<file path="src/rtl/fc_pkg.sv">
// fc_pkg: width derivations and FSM states shared by the fully-connected layer buffers.
package fc_pkg;
  typedef enum logic [1:0] {ST_IDLE = 2'd0, ST_ACCUM = 2'd1, ST_DRAIN = 2'd2} fc_state_e;
  function automatic int fc_adc_width(int d, int x);
    return d + $clog2(x);
  endfunction
  function automatic int fc_obuf_data_size(int d, int x);
    return d == 1 ? $clog2(x) : 2 * d + $clog2(x);
  endfunction
  function automatic int fc_num_channels(int d, int x, int bus);
    return bus / fc_obuf_data_size(d, x);
  endfunction
  function automatic int fc_fifo_length(int d, int x, int bus);
    int n = fc_num_channels(d, x, bus);
    return (x / d + n - 1) / n;
  endfunction
endpackage

</file>
<file path="src/rtl/fc_requant.sv">
// fc_requant: shifts an accumulated sum down and saturates it to the output width.
module fc_requant #(
  parameter int IN_W = 23,
  parameter int OUT_W = 8,
  parameter int SHIFT = 15
) (
  input  logic [IN_W-1:0]  i_acc,
  output logic [OUT_W-1:0] o_q
);
  logic [IN_W-1:0] w_sh;
  assign w_sh = i_acc >> SHIFT;
  assign o_q = |w_sh[IN_W-1:OUT_W] ? '1 : w_sh[OUT_W-1:0];
endmodule

</file>
<file path="src/rtl/fc_obuf.sv">
// fc_obuf: accumulates bit-serial crossbar partial sums per output slot, then requantises
// and drains the slots to the next layer's input buffer.
module fc_obuf
  import fc_pkg::*;
#(
  parameter int DATA_SIZE = 8,
  parameter int XBAR_SIZE = 128,
  parameter int OBUF_BUS_WIDTH = 46,
  parameter int QUANT_SHIFT = DATA_SIZE + $clog2(XBAR_SIZE),
  localparam int ADC_WIDTH = fc_adc_width(DATA_SIZE, XBAR_SIZE),
  localparam int ACC_WIDTH = ADC_WIDTH + DATA_SIZE,
  localparam int NUM_CHANNELS = fc_num_channels(DATA_SIZE, XBAR_SIZE, OBUF_BUS_WIDTH),
  localparam int FIFO_LENGTH = fc_fifo_length(DATA_SIZE, XBAR_SIZE, OBUF_BUS_WIDTH)
) (
  input  logic                              clk,
  input  logic                              rst_n,
  input  logic                              i_adc_valid,
  input  logic [NUM_CHANNELS*ADC_WIDTH-1:0] i_adc_data,
  output logic                              o_adc_ready,
  output logic                              o_we,
  output logic [NUM_CHANNELS*DATA_SIZE-1:0] o_data,
  input  logic                              i_ready,
  output logic                              o_done,
  output logic                              o_err
);
  localparam int EW = FIFO_LENGTH > 1 ? $clog2(FIFO_LENGTH) : 1;
  localparam int BW = DATA_SIZE > 1 ? $clog2(DATA_SIZE) : 1;
  localparam logic [EW-1:0] E_LAST = EW'(FIFO_LENGTH - 1);
  localparam logic [BW-1:0] B_LAST = BW'(DATA_SIZE - 1);
  fc_state_e r_state;
  logic [EW-1:0] r_elem;
  logic [BW-1:0] r_bit;
  logic [ACC_WIDTH-1:0] r_acc [FIFO_LENGTH][NUM_CHANNELS];
  logic r_done, r_err;
  logic w_take, w_last, w_xfer, w_wrap;
  logic [EW-1:0] w_slot;
  assign o_adc_ready = r_state != ST_DRAIN;
  assign o_we = r_state == ST_DRAIN;
  assign o_done = r_done;
  assign o_err = r_err;
  assign w_take = i_adc_valid && o_adc_ready;
  assign w_xfer = o_we && i_ready;
  assign w_wrap = r_elem == E_LAST;
  assign w_last = w_wrap && r_bit == B_LAST;
  // r_elem counts up during drain too; slots leave highest-first
  assign w_slot = E_LAST - r_elem;
  always_ff @(posedge clk) begin
    if (!rst_n) begin
      r_state <= ST_IDLE;
      r_elem <= '0;
      r_bit <= '0;
      r_done <= 1'b0;
      r_err <= 1'b0;
      for (int k = 0; k < FIFO_LENGTH; k++)
        for (int j = 0; j < NUM_CHANNELS; j++) r_acc[k][j] <= '0;
    end else begin
      r_done <= w_xfer && w_wrap;
      if (i_adc_valid && !o_adc_ready) r_err <= 1'b1;
      if (w_take) begin
        for (int j = 0; j < NUM_CHANNELS; j++)
          r_acc[r_elem][j] <= (r_bit == '0 ? '0 : r_acc[r_elem][j])
                              + (ACC_WIDTH'(i_adc_data[j*ADC_WIDTH +: ADC_WIDTH]) << r_bit);
        r_state <= w_last ? ST_DRAIN : ST_ACCUM;
        r_elem <= w_wrap ? '0 : r_elem + 1'b1;
        r_bit <= w_last ? '0 : w_wrap ? r_bit + 1'b1 : r_bit;
      end else if (w_xfer) begin
        r_elem <= w_wrap ? '0 : r_elem + 1'b1;
        r_state <= w_wrap ? ST_IDLE : ST_DRAIN;
      end
    end
  end
  for (genvar j = 0; j < NUM_CHANNELS; j++) begin : g_rq
    fc_requant #(.IN_W(ACC_WIDTH), .OUT_W(DATA_SIZE), .SHIFT(QUANT_SHIFT)) u_rq (
      .i_acc(r_acc[w_slot][j]),
      .o_q  (o_data[j*DATA_SIZE +: DATA_SIZE])
    );
  end
endmodule

</file>
<file path="config.mk">
export PLATFORM = sky130hd
export DESIGN_NAME = fc_obuf
export DESIGN_NICKNAME = d
export VERILOG_FILES = /design/src/rtl/fc_pkg.sv /design/src/rtl/fc_requant.sv /design/src/rtl/fc_obuf.sv
export SDC_FILE = /design/constraint.sdc
export NUM_CORES = 1
export LEC_CHECK = 0
export BUFFER_PORTS_ARGS = -buffer_cell sky130_fd_sc_hd__buf_2
export CAP_MARGIN = 30
export CORE_MARGIN = 3
export CORE_UTILIZATION = 60
export DETAILED_ROUTE_END_ITERATION = 10
export PLACE_DENSITY_LB_ADDON = 0.2
export SLEW_MARGIN = 20
export SYNTH_ARGS = -nofsm -noshare
export SYNTH_HDL_FRONTEND = slang
export SYNTH_SLANG_ARGS = --single-unit
export TNS_END_PERCENT = 50
</file>
<file path="constraint.sdc">
create_clock -name clk -period 5.5 [get_ports clk]
set_input_delay 0.275 -clock clk [delete_from_list [all_inputs] [get_ports clk]]
set_output_delay 0.275 -clock clk [all_outputs]
set_load 0.005 [all_outputs]
</file>
[Word-level counts from Yosys, hierarchy flattened]
Memories as Yosys holds them, arrays and structs flattened. A register that Yosys moved wholly into a read port is not among the register bits.
Index checks and enable logic that the tools add are counted.
Cells by class
  add/sub/neg operators: 5
  equal/unequal tests: 4
  shift-type cells: 2
  mux-type cells: 20
  reductions and logical operators: 11
Operator list (number)
  $add 23x23->23: 2
  $mux 23: 2
  $mux 46: 1
  $reduce_or 46->1: 1
  $shl 15x3->23: 2
  $mux 3: 8
  $mux 2: 4
  $add 3x1->3 const B: 2
  $eq 3x3->1 const B: 2
  $logic_and 1x1->1: 5
  $mux 1: 5
  $reduce_bool 2->1: 2
  $logic_not 3->1: 1
  $sub 3x3->3 const A: 1
  $eq 2x2->1 const B: 1
  $ne 2x2->1 const B: 1
  $reduce_and 2->1: 1
  $logic_not 1->1: 1
Storage, ports and cells
  bits in registers: 10
  memory bits (writable): 368
  input bits: 34
  output and inout port bits: 20
  word-level logic and storage cells: 48
  memories: 1
Memory list
  r_acc: depth 8, bits a word 46, rd ports 2, clocked after Yosys merged registers in 1, write ports 8, RTL line fc_obuf.sv:33  | logic [ACC_WIDTH-1:0] r_acc [FIFO_LENGTH][NUM_CHANNELS];

[Longest topological paths before layout]
Gate-level depths: netlist of run 1.
  depth in word-level cells: 7
  gate-level depth with buffers: 18
  depth with buffers taken out: 14

[Hierarchy]
A second synthesis of run 1 with hierarchy kept.
Second synthesis, totals
  cell total of the unflattened synthesis: 1840
  area total of the unflattened synthesis: 21581.9 µm²
Modules (own cells, without submodules)
  fc_obuf: instances 1, cells each 1824, area an instance 21461.8 µm², seq. area each 11310.8 µm²
  fc_requant: instances 2, cells each 8, area an instance 60.1 µm², seq. area each 0.0 µm²

[Least setup slack after synthesis of run 1]
No wires, ideal clock.
  path kind: register -> register
  from: register r_bit[1]
  to: memory r_acc[0][39] (netlist bit) (data pin)
  library setup time: 0.271 ns
  arrival: 3.800 ns
  data required time: 5.229 ns
  path slack: 1.429 ns
  cell stages (with the launch flop): 19
  buffers on the path: 4
  clock period less this slack: 4.071 ns
  cells stage by stage: dfxtp_1 clkbuf_1 buf_2 inv_1 ha_1 nor2b_1 clkbuf_1 clkbuf_1 nor2_1 ha_1 inv_1 fa_1 nor2b_1 o211ai_1 a31o_2 a21oi_2 a31oi_1 xor2_1 nor2_1
RTL lines
  start, declared: RTL line fc_obuf.sv:32  | logic [BW-1:0] r_bit;
  start signal, assigned: RTL line fc_obuf.sv:65  | r_bit <= w_last ? '0 : w_wrap ? r_bit + 1'b1 : r_bit;
  end, declared: RTL line fc_obuf.sv:33

==> metrics.yaml, run 1 <==
outcome: "completed"
path_clk_slew_ns: 0.06
p_leak_uw: 0.007967
cp_max_fo: 51
drcViolationCount: 0
antenna_left: 0
final.setup_skew_ns: 0.01653
wirelength_mm: 56.48
ys_seq_area_frac: 0.5600
synth_compound_area_frac: 0.07557
ctsHoldBuffers: 0
ys_warn_count: 0
chipWidth_um: 189.5
stdcell_area_um2: 22390
drive_gt1_frac: 0.1750
ctsResizeCount: 0
clock_latency_ns: 0.54
drtIter0Drc: 2334
timing_worst_slew_pin_value_ns: 0.9840
final.period_utilization: 0.7711
period_minus_slack_ns: 4.241
wire_per_inst_um: 26.12
ioPinCount: 54
yosysUniqueCellTypes: 57
synthCells: 1673
placedInstanceArea_um2: 21020
cts_buffer_depth: 3
overflow: 0
n_antenna_cell: 0
grt_pass1_vias: 14291
relSlewSlack: 0.3417
syn_to_final_growth_pct: 10.87
synthSimpleGateAreaFrac: 0.1360
layout.nets: 1780
cts_inserted_buffers: 41
synth_nets: 1758
place_congestion: 0.9749
setup_viol: 0
worst-setup-path-type: "register to register"
antenna_found_initial: 0
power_density_nw_per_um2: 303.2
synth_edf_count: 368
cap_violations: 0
hold_viol_final: 0
synth_area_um2: 20200
rows: 66
num_vias: 14580
ir_drop_uv: 278.7
synthAdderAreaFrac: 0.03234
port_buffers: 53
place_ws_ns: 1.337
grt_usage: 0.3169
synthMuxAreaShare: 0.1531
grt_first_pass_wirelength_mm: 85.94
setup_slack_ns: 1.259
rsz0062_at_grt: "false"
synth-seq-cells: 381
finalMaxSlewViolations: 0
synth_area_per_cell_um2: 12.07
grt_max_degree: 59
hold_slack_ns: 0.01116
cts-root-buf: "clkbuf_16"
cp.required_ns: 5.76
synth_top_family_by_area: "multiplexers"
crit_path_end_kind: "register"
h-tree-depth: 2
critical_path_arrival_ns: 4.50
fmax_mhz: 235.8
fillCellCount: 2397
cts_tree: "yes"
synth_xor_area_frac: 0.01691
worstSetupStartpointType: "register"
synth_ff_type: "edfxtp_1"
tns_ns: 0
start_util: 0.6146
cts.sinks: 381
firstDrtPassIters: 6
core_um2: 32870
hold_path.class: "input port to register"
postCtsSetupRepairBufs: 0
synthArstFlopShare: 0
vias_per_cell: 6.744
dp_hpwl_mm: 33.41
die_h_um: 189.5
die_area_um2: 35900
-- logic make-up (layout without fill, tap and decap cells) --
group / count (synthesis) / in the layout
xor+xnor: 39 / 39
mux: 187 / 187
flops: 381 / 381
buf+inv: 132 / 179
compound gates: 231 / 231
fa+ha+maj: 51 / 51
simple gates: 652 / 652
-- state kept, by name (all words and copies together), names as in the netlist, named ones only --
| register | count |
|---|---|
| o_done | 1 |
| r_bit | 3 |
| r_state | 2 |
| o_err | 1 |
| r_acc | 368 |
| r_elem | 3 |
-- per-layer routing --
metal  up-vias  track usage  part of all wire
li1       6252            -                 -
met3       153      0.06517              0.12
met4         0       0.1035             0.033
met1      7178       0.4600              0.40
met2       997       0.4869              0.45
met5         -            0                 0
-- synth_stat cells (3+ instances only) --
| library cell | instances | share of area |
|---|---|---|
| nor2_1 | 448 | 0.083 |
| edfxtp_1 | 368 | 0.55 |
| mux4_2 | 96 | 0.11 |
| nand2_1 | 83 | 0.015 |
| clkbuf_1 | 81 | 0.015 |
| mux2i_1 | 75 | 0.037 |
| a22oi_1 | 66 | 0.025 |
| a21oi_1 | 62 | 0.015 |
| ha_1 | 49 | 0.030 |
| o21ai_0 | 37 | 0.0092 |
| nand4_1 | 26 | 0.0081 |
| xnor2_1 | 21 | 0.0091 |
| and3_1 | 20 | 0.0062 |
| buf_2 | 19 | 0.0047 |
| nor3_1 | 19 | 0.0047 |
| inv_1 | 18 | 0.0033 |
| xor2_1 | 18 | 0.0078 |
| mux2_2 | 16 | 0.0089 |
| dfxtp_1 | 13 | 0.013 |
| buf_1 | 12 | 0.0022 |
| nand3_1 | 12 | 0.0030 |
| nor2b_1 | 12 | 0.0037 |
| a21o_1 | 10 | 0.0037 |
| a31oi_1 | 7 | 0.0022 |
| and2_1 | 7 | 0.0022 |
| o21a_1 | 7 | 0.0026 |
| nand2b_1 | 6 | 0.0019 |
| o21bai_1 | 6 | 0.0022 |
| o211ai_1 | 5 | 0.0019 |
| or2_2 | 5 | 0.0015 |
| a41o_1 | 4 | 0.0020 |
| o22ai_1 | 4 | 0.0012 |
| o31ai_1 | 4 | 0.0015 |
| or3_1 | 4 | 0.0012 |
| a21boi_0 | 3 | 0.0011 |
| nor3b_2 | 3 | 0.0019 |
-- placed cells by master, fill, tap and decap left out, drive strengths merged, types with 16 or more instances in the layout --
master,count
mux2i,75
nand2,83
a21oi,64
ha,49
nor2,449
o21ai,39
mux4,96
a22oi,66
inv,21
nand4,26
xnor2,21
edfxtp,368
clkbuf,48
and3,20
buf,92
xor2,18
nor3,19
mux2,16
-- worst paths after layout --
path / start / end / slack [ns] / cells past startpoint
setup / recovery: register / r_acc[7][18] / 1.26 / 14
hold reg to reg: o_err / o_err / 0.49 / 2
setup reg to reg: register / r_acc[7][18] / 1.26 / 14
hold / removal: i_ready / o_done / 0.01 / 3
-- report_power, final --
| group | internal (µW) | switching (µW) | leakage (µW) |
|---|---|---|---|
| registers | 3300 | 62.2 | 0.00392 |
| clock network | 1740 | 1120 | 0.000658 |
| logic | 226 | 340 | 0.00339 |
-- metrics by stage --
step	power [µW]	instances	util
after global routing	6966	2162	0.6813
after floorplan	3760	1673	-
after detailed placement	3978	2093	0.6395
after global placement	3954	2088	0.6362
after CTS	6791	2161	0.6810
final	6790	2162	0.6813
-- worst max-delay path, cell delays in order (launching register included) --
cell,delay (ns)
dfxtp_4,0.56
buf_12,0.40
mux4_2,0.56
mux2i_1,0.14
nor2_1,0.06
ha_1,0.21
inv_1,0.09
fa_1,0.20
nor2b_1,0.06
o211ai_1,0.23
nand2_1,0.10
a21oi_2,0.36
o211ai_1,0.21
xnor2_1,0.62
nor2_1,0.10
-- final cells by class --
type	instances	area (µm²)	share of cell area
sequential	381	11320	0.5056
multi-input combinational	1160	8413	0.3757
clock buffer	48	1052	0.04699
timing repair buffer	92	669.4	0.02989
tap	442	553.0	0.02470
clock inverter	20	311.5	0.01391
inverter	19	71.32	0.003185
No activity file was read; power rests on OpenSTA's default activity.
==> run 2: changes to the inputs <==
--- a/config.mk
+++ b/config.mk
@@ -8,7 +8,7 @@
 export BUFFER_PORTS_ARGS = -buffer_cell sky130_fd_sc_hd__buf_2
 export CAP_MARGIN = 30
 export CORE_MARGIN = 3
-export CORE_UTILIZATION = 60
+export CORE_UTILIZATION = 57
 export DETAILED_ROUTE_END_ITERATION = 10
 export PLACE_DENSITY_LB_ADDON = 0.2
 export SLEW_MARGIN = 20
==> constraint.sdc (replaced) <==
create_clock -name clk -period 3.5 [get_ports clk]
set_input_delay 0.175 -clock clk [delete_from_list [all_inputs] [get_ports clk]]
set_output_delay 0.175 -clock clk [all_outputs]
set_load 0.005 [all_outputs]
==> metrics.yaml, run 2 (synthesized netlist as in run 1, its figures left out) <==
clock_latency_ns: 0.54
port_buffers: 53
cp_max_fo: 8
rows: 68
fmax_mhz: 271.8
vias_per_cell: 6.514
cp_cell_sequence: "buf_4, buf_12, mux4_2, mux2i_4, nor2_1, ha_1, a21oi_1, o21ai_1, buf_4, a21oi_1, o22ai_1, nor2_1, xor2_1, buf_4, nor2_1"
syn_to_final_growth_pct: 22.53
drive_gt1_frac: 0.3173
grt_pass1_vias: 15128
crit_path_end_kind: "register"
path_buf_inv: 4
start_util: 0.5819
power_density_nw_per_um2: 425.6
layout.nets: 1968
ir_drop_uv: 381.4
grt_usage: 0.3100
worst-setup-path-type: "register to register"
core_um2: 34710
timing_worst_slew_pin_value_ns: 0.8636
grt_max_degree: 45
dp_hpwl_mm: 35.95
final.period_utilization: 1.051
cp.required_ns: 3.75
violations: "setup timing"
setup_viol: 137
final.setup_skew_ns: 0.01513
setup_slack_ns: -0.1795
cts_buffer_depth: 3
chipWidth_um: 194.2
overflow: 0
cts.sinks: 381
rsz0062_at_grt: "true"
path_clk_slew_ns: 0.06
critPathMaxStageDelay_ns: 0.53
cp_slowest_cell: "mux4_2"
fillCellCount: 2411
hold_viol_final: 0
ioPinCount: 54
biggestRegsByFlops: "r_acc x368, r_bit x3, r_elem x3"
hold_path.class: "input port to register"
hold_slack_ns: 0.07969
num_vias: 15425
cts-root-buf: "clkbuf_16"
firstDrtPassIters: 6
p_leak_uw: 0.009059
wire_per_inst_um: 25.75
place_congestion: 0.9740
antenna_found_initial: 0
top_register: "r_acc"
final_common_cell: "nor2_1"
h-tree-depth: 2
cap_violations: 0
wirelength_mm: 60.98
tns_ns: -7.689
final_util: 0.7129
cts_inserted_buffers: 40
antenna_left: 0
drtIter0Drc: 2353
relSlewSlack: 0.4243
place_ws_ns: -0.1856
critical_path_arrival_ns: 3.93
die_h_um: 194.2
largest_reg_flops: 368
cts_tree: "yes"
layout_common_cells: "428 x nor2_1, 368 x edfxtp_1, 178 x buf_4, 96 x mux4_2, 65 x a22oi_1"
die_area_um2: 37730
n_antenna_cell: 0
critical_path.top_delay_family: "compound AO/OA/AOI/OAI gates"
period_minus_slack_ns: 3.679
drcViolationCount: 0
outcome: "complete, but fails checks"
grt_first_pass_wirelength_mm: 89.48
worstSetupStartpointType: "register"
finalMaxSlewViolations: 0
-- run 2: cell types whose count changed in the layout (fill, tap and decap cells not counted), sizes merged --
cell	delta
dlygate4sd3	+2
clkbuf	+6
buf	+185
clkinvlp	-2
bufinv	-5
clkinv	+7
-- run 2: tightest hold or removal path, cell delays in order --
cell and delay (ns):
buf_2 0.24, nand2_1 0.11, nor2_1 0.04
-- run 2: metrics by stage --
stage               cell area, µm²  total power [µW]  cells
finish                       24750             10530   2368
global route                 24750             10800   2368
CTS                          23780             10430   2328
detailed placement           22320              6336   2247
global placement             22320              6308   2247
floorplan                    20370              5919   1673
-- run 2: timing repair --
item,4_1_cts,5_1_grt
resized for setup,36,146
hold buffers,2,0
pin swaps,13,48
buffers inserted,7,38
endpoints found under the setup margin,208,240
endpoints found under the hold margin,3,0
cloned,0,2
-- run 2: area by class of cell --
type	count	area (µm²)	area share
Sequential cell	381	11320	0.4575
Multi-Input combinational cell	1160	9110	0.3681
Timing Repair Buffer	281	2419	0.09773
Clock buffer	52	1077	0.04353
Tap cell	455	569.3	0.02300
Clock inverter	20	178.9	0.007230
Inverter	19	71.32	0.002882
-- run 2: layer usage --
layer / part of all wire / vias up / track usage
met3: 0.11 / 157 / 0.05056
met4: 0.031 / 0 / 0.09282
met1: 0.38 / 7589 / 0.4410
met5: 0 / - / 0
li1: - / 6647 / -
met2: 0.48 / 1032 / 0.5007
-- run 2: final timing paths --
check,startpoint,to,slack [ns],depth (start not counted)
worst min register to register,o_err,o_err,0.50,2
worst max register to register,register,r_acc[0][43],-0.18,15
worst max-delay path,register,r_acc[0][43],-0.18,15
worst min-delay path,rst_n,r_state[0],0.08,3
-- run 2: report_power, final --
group	switching, µW	total, µW	internal (µW)
Sequential	81.0	5260	5180
Combinational	616	1120	507
Clock	1750	4150	2400
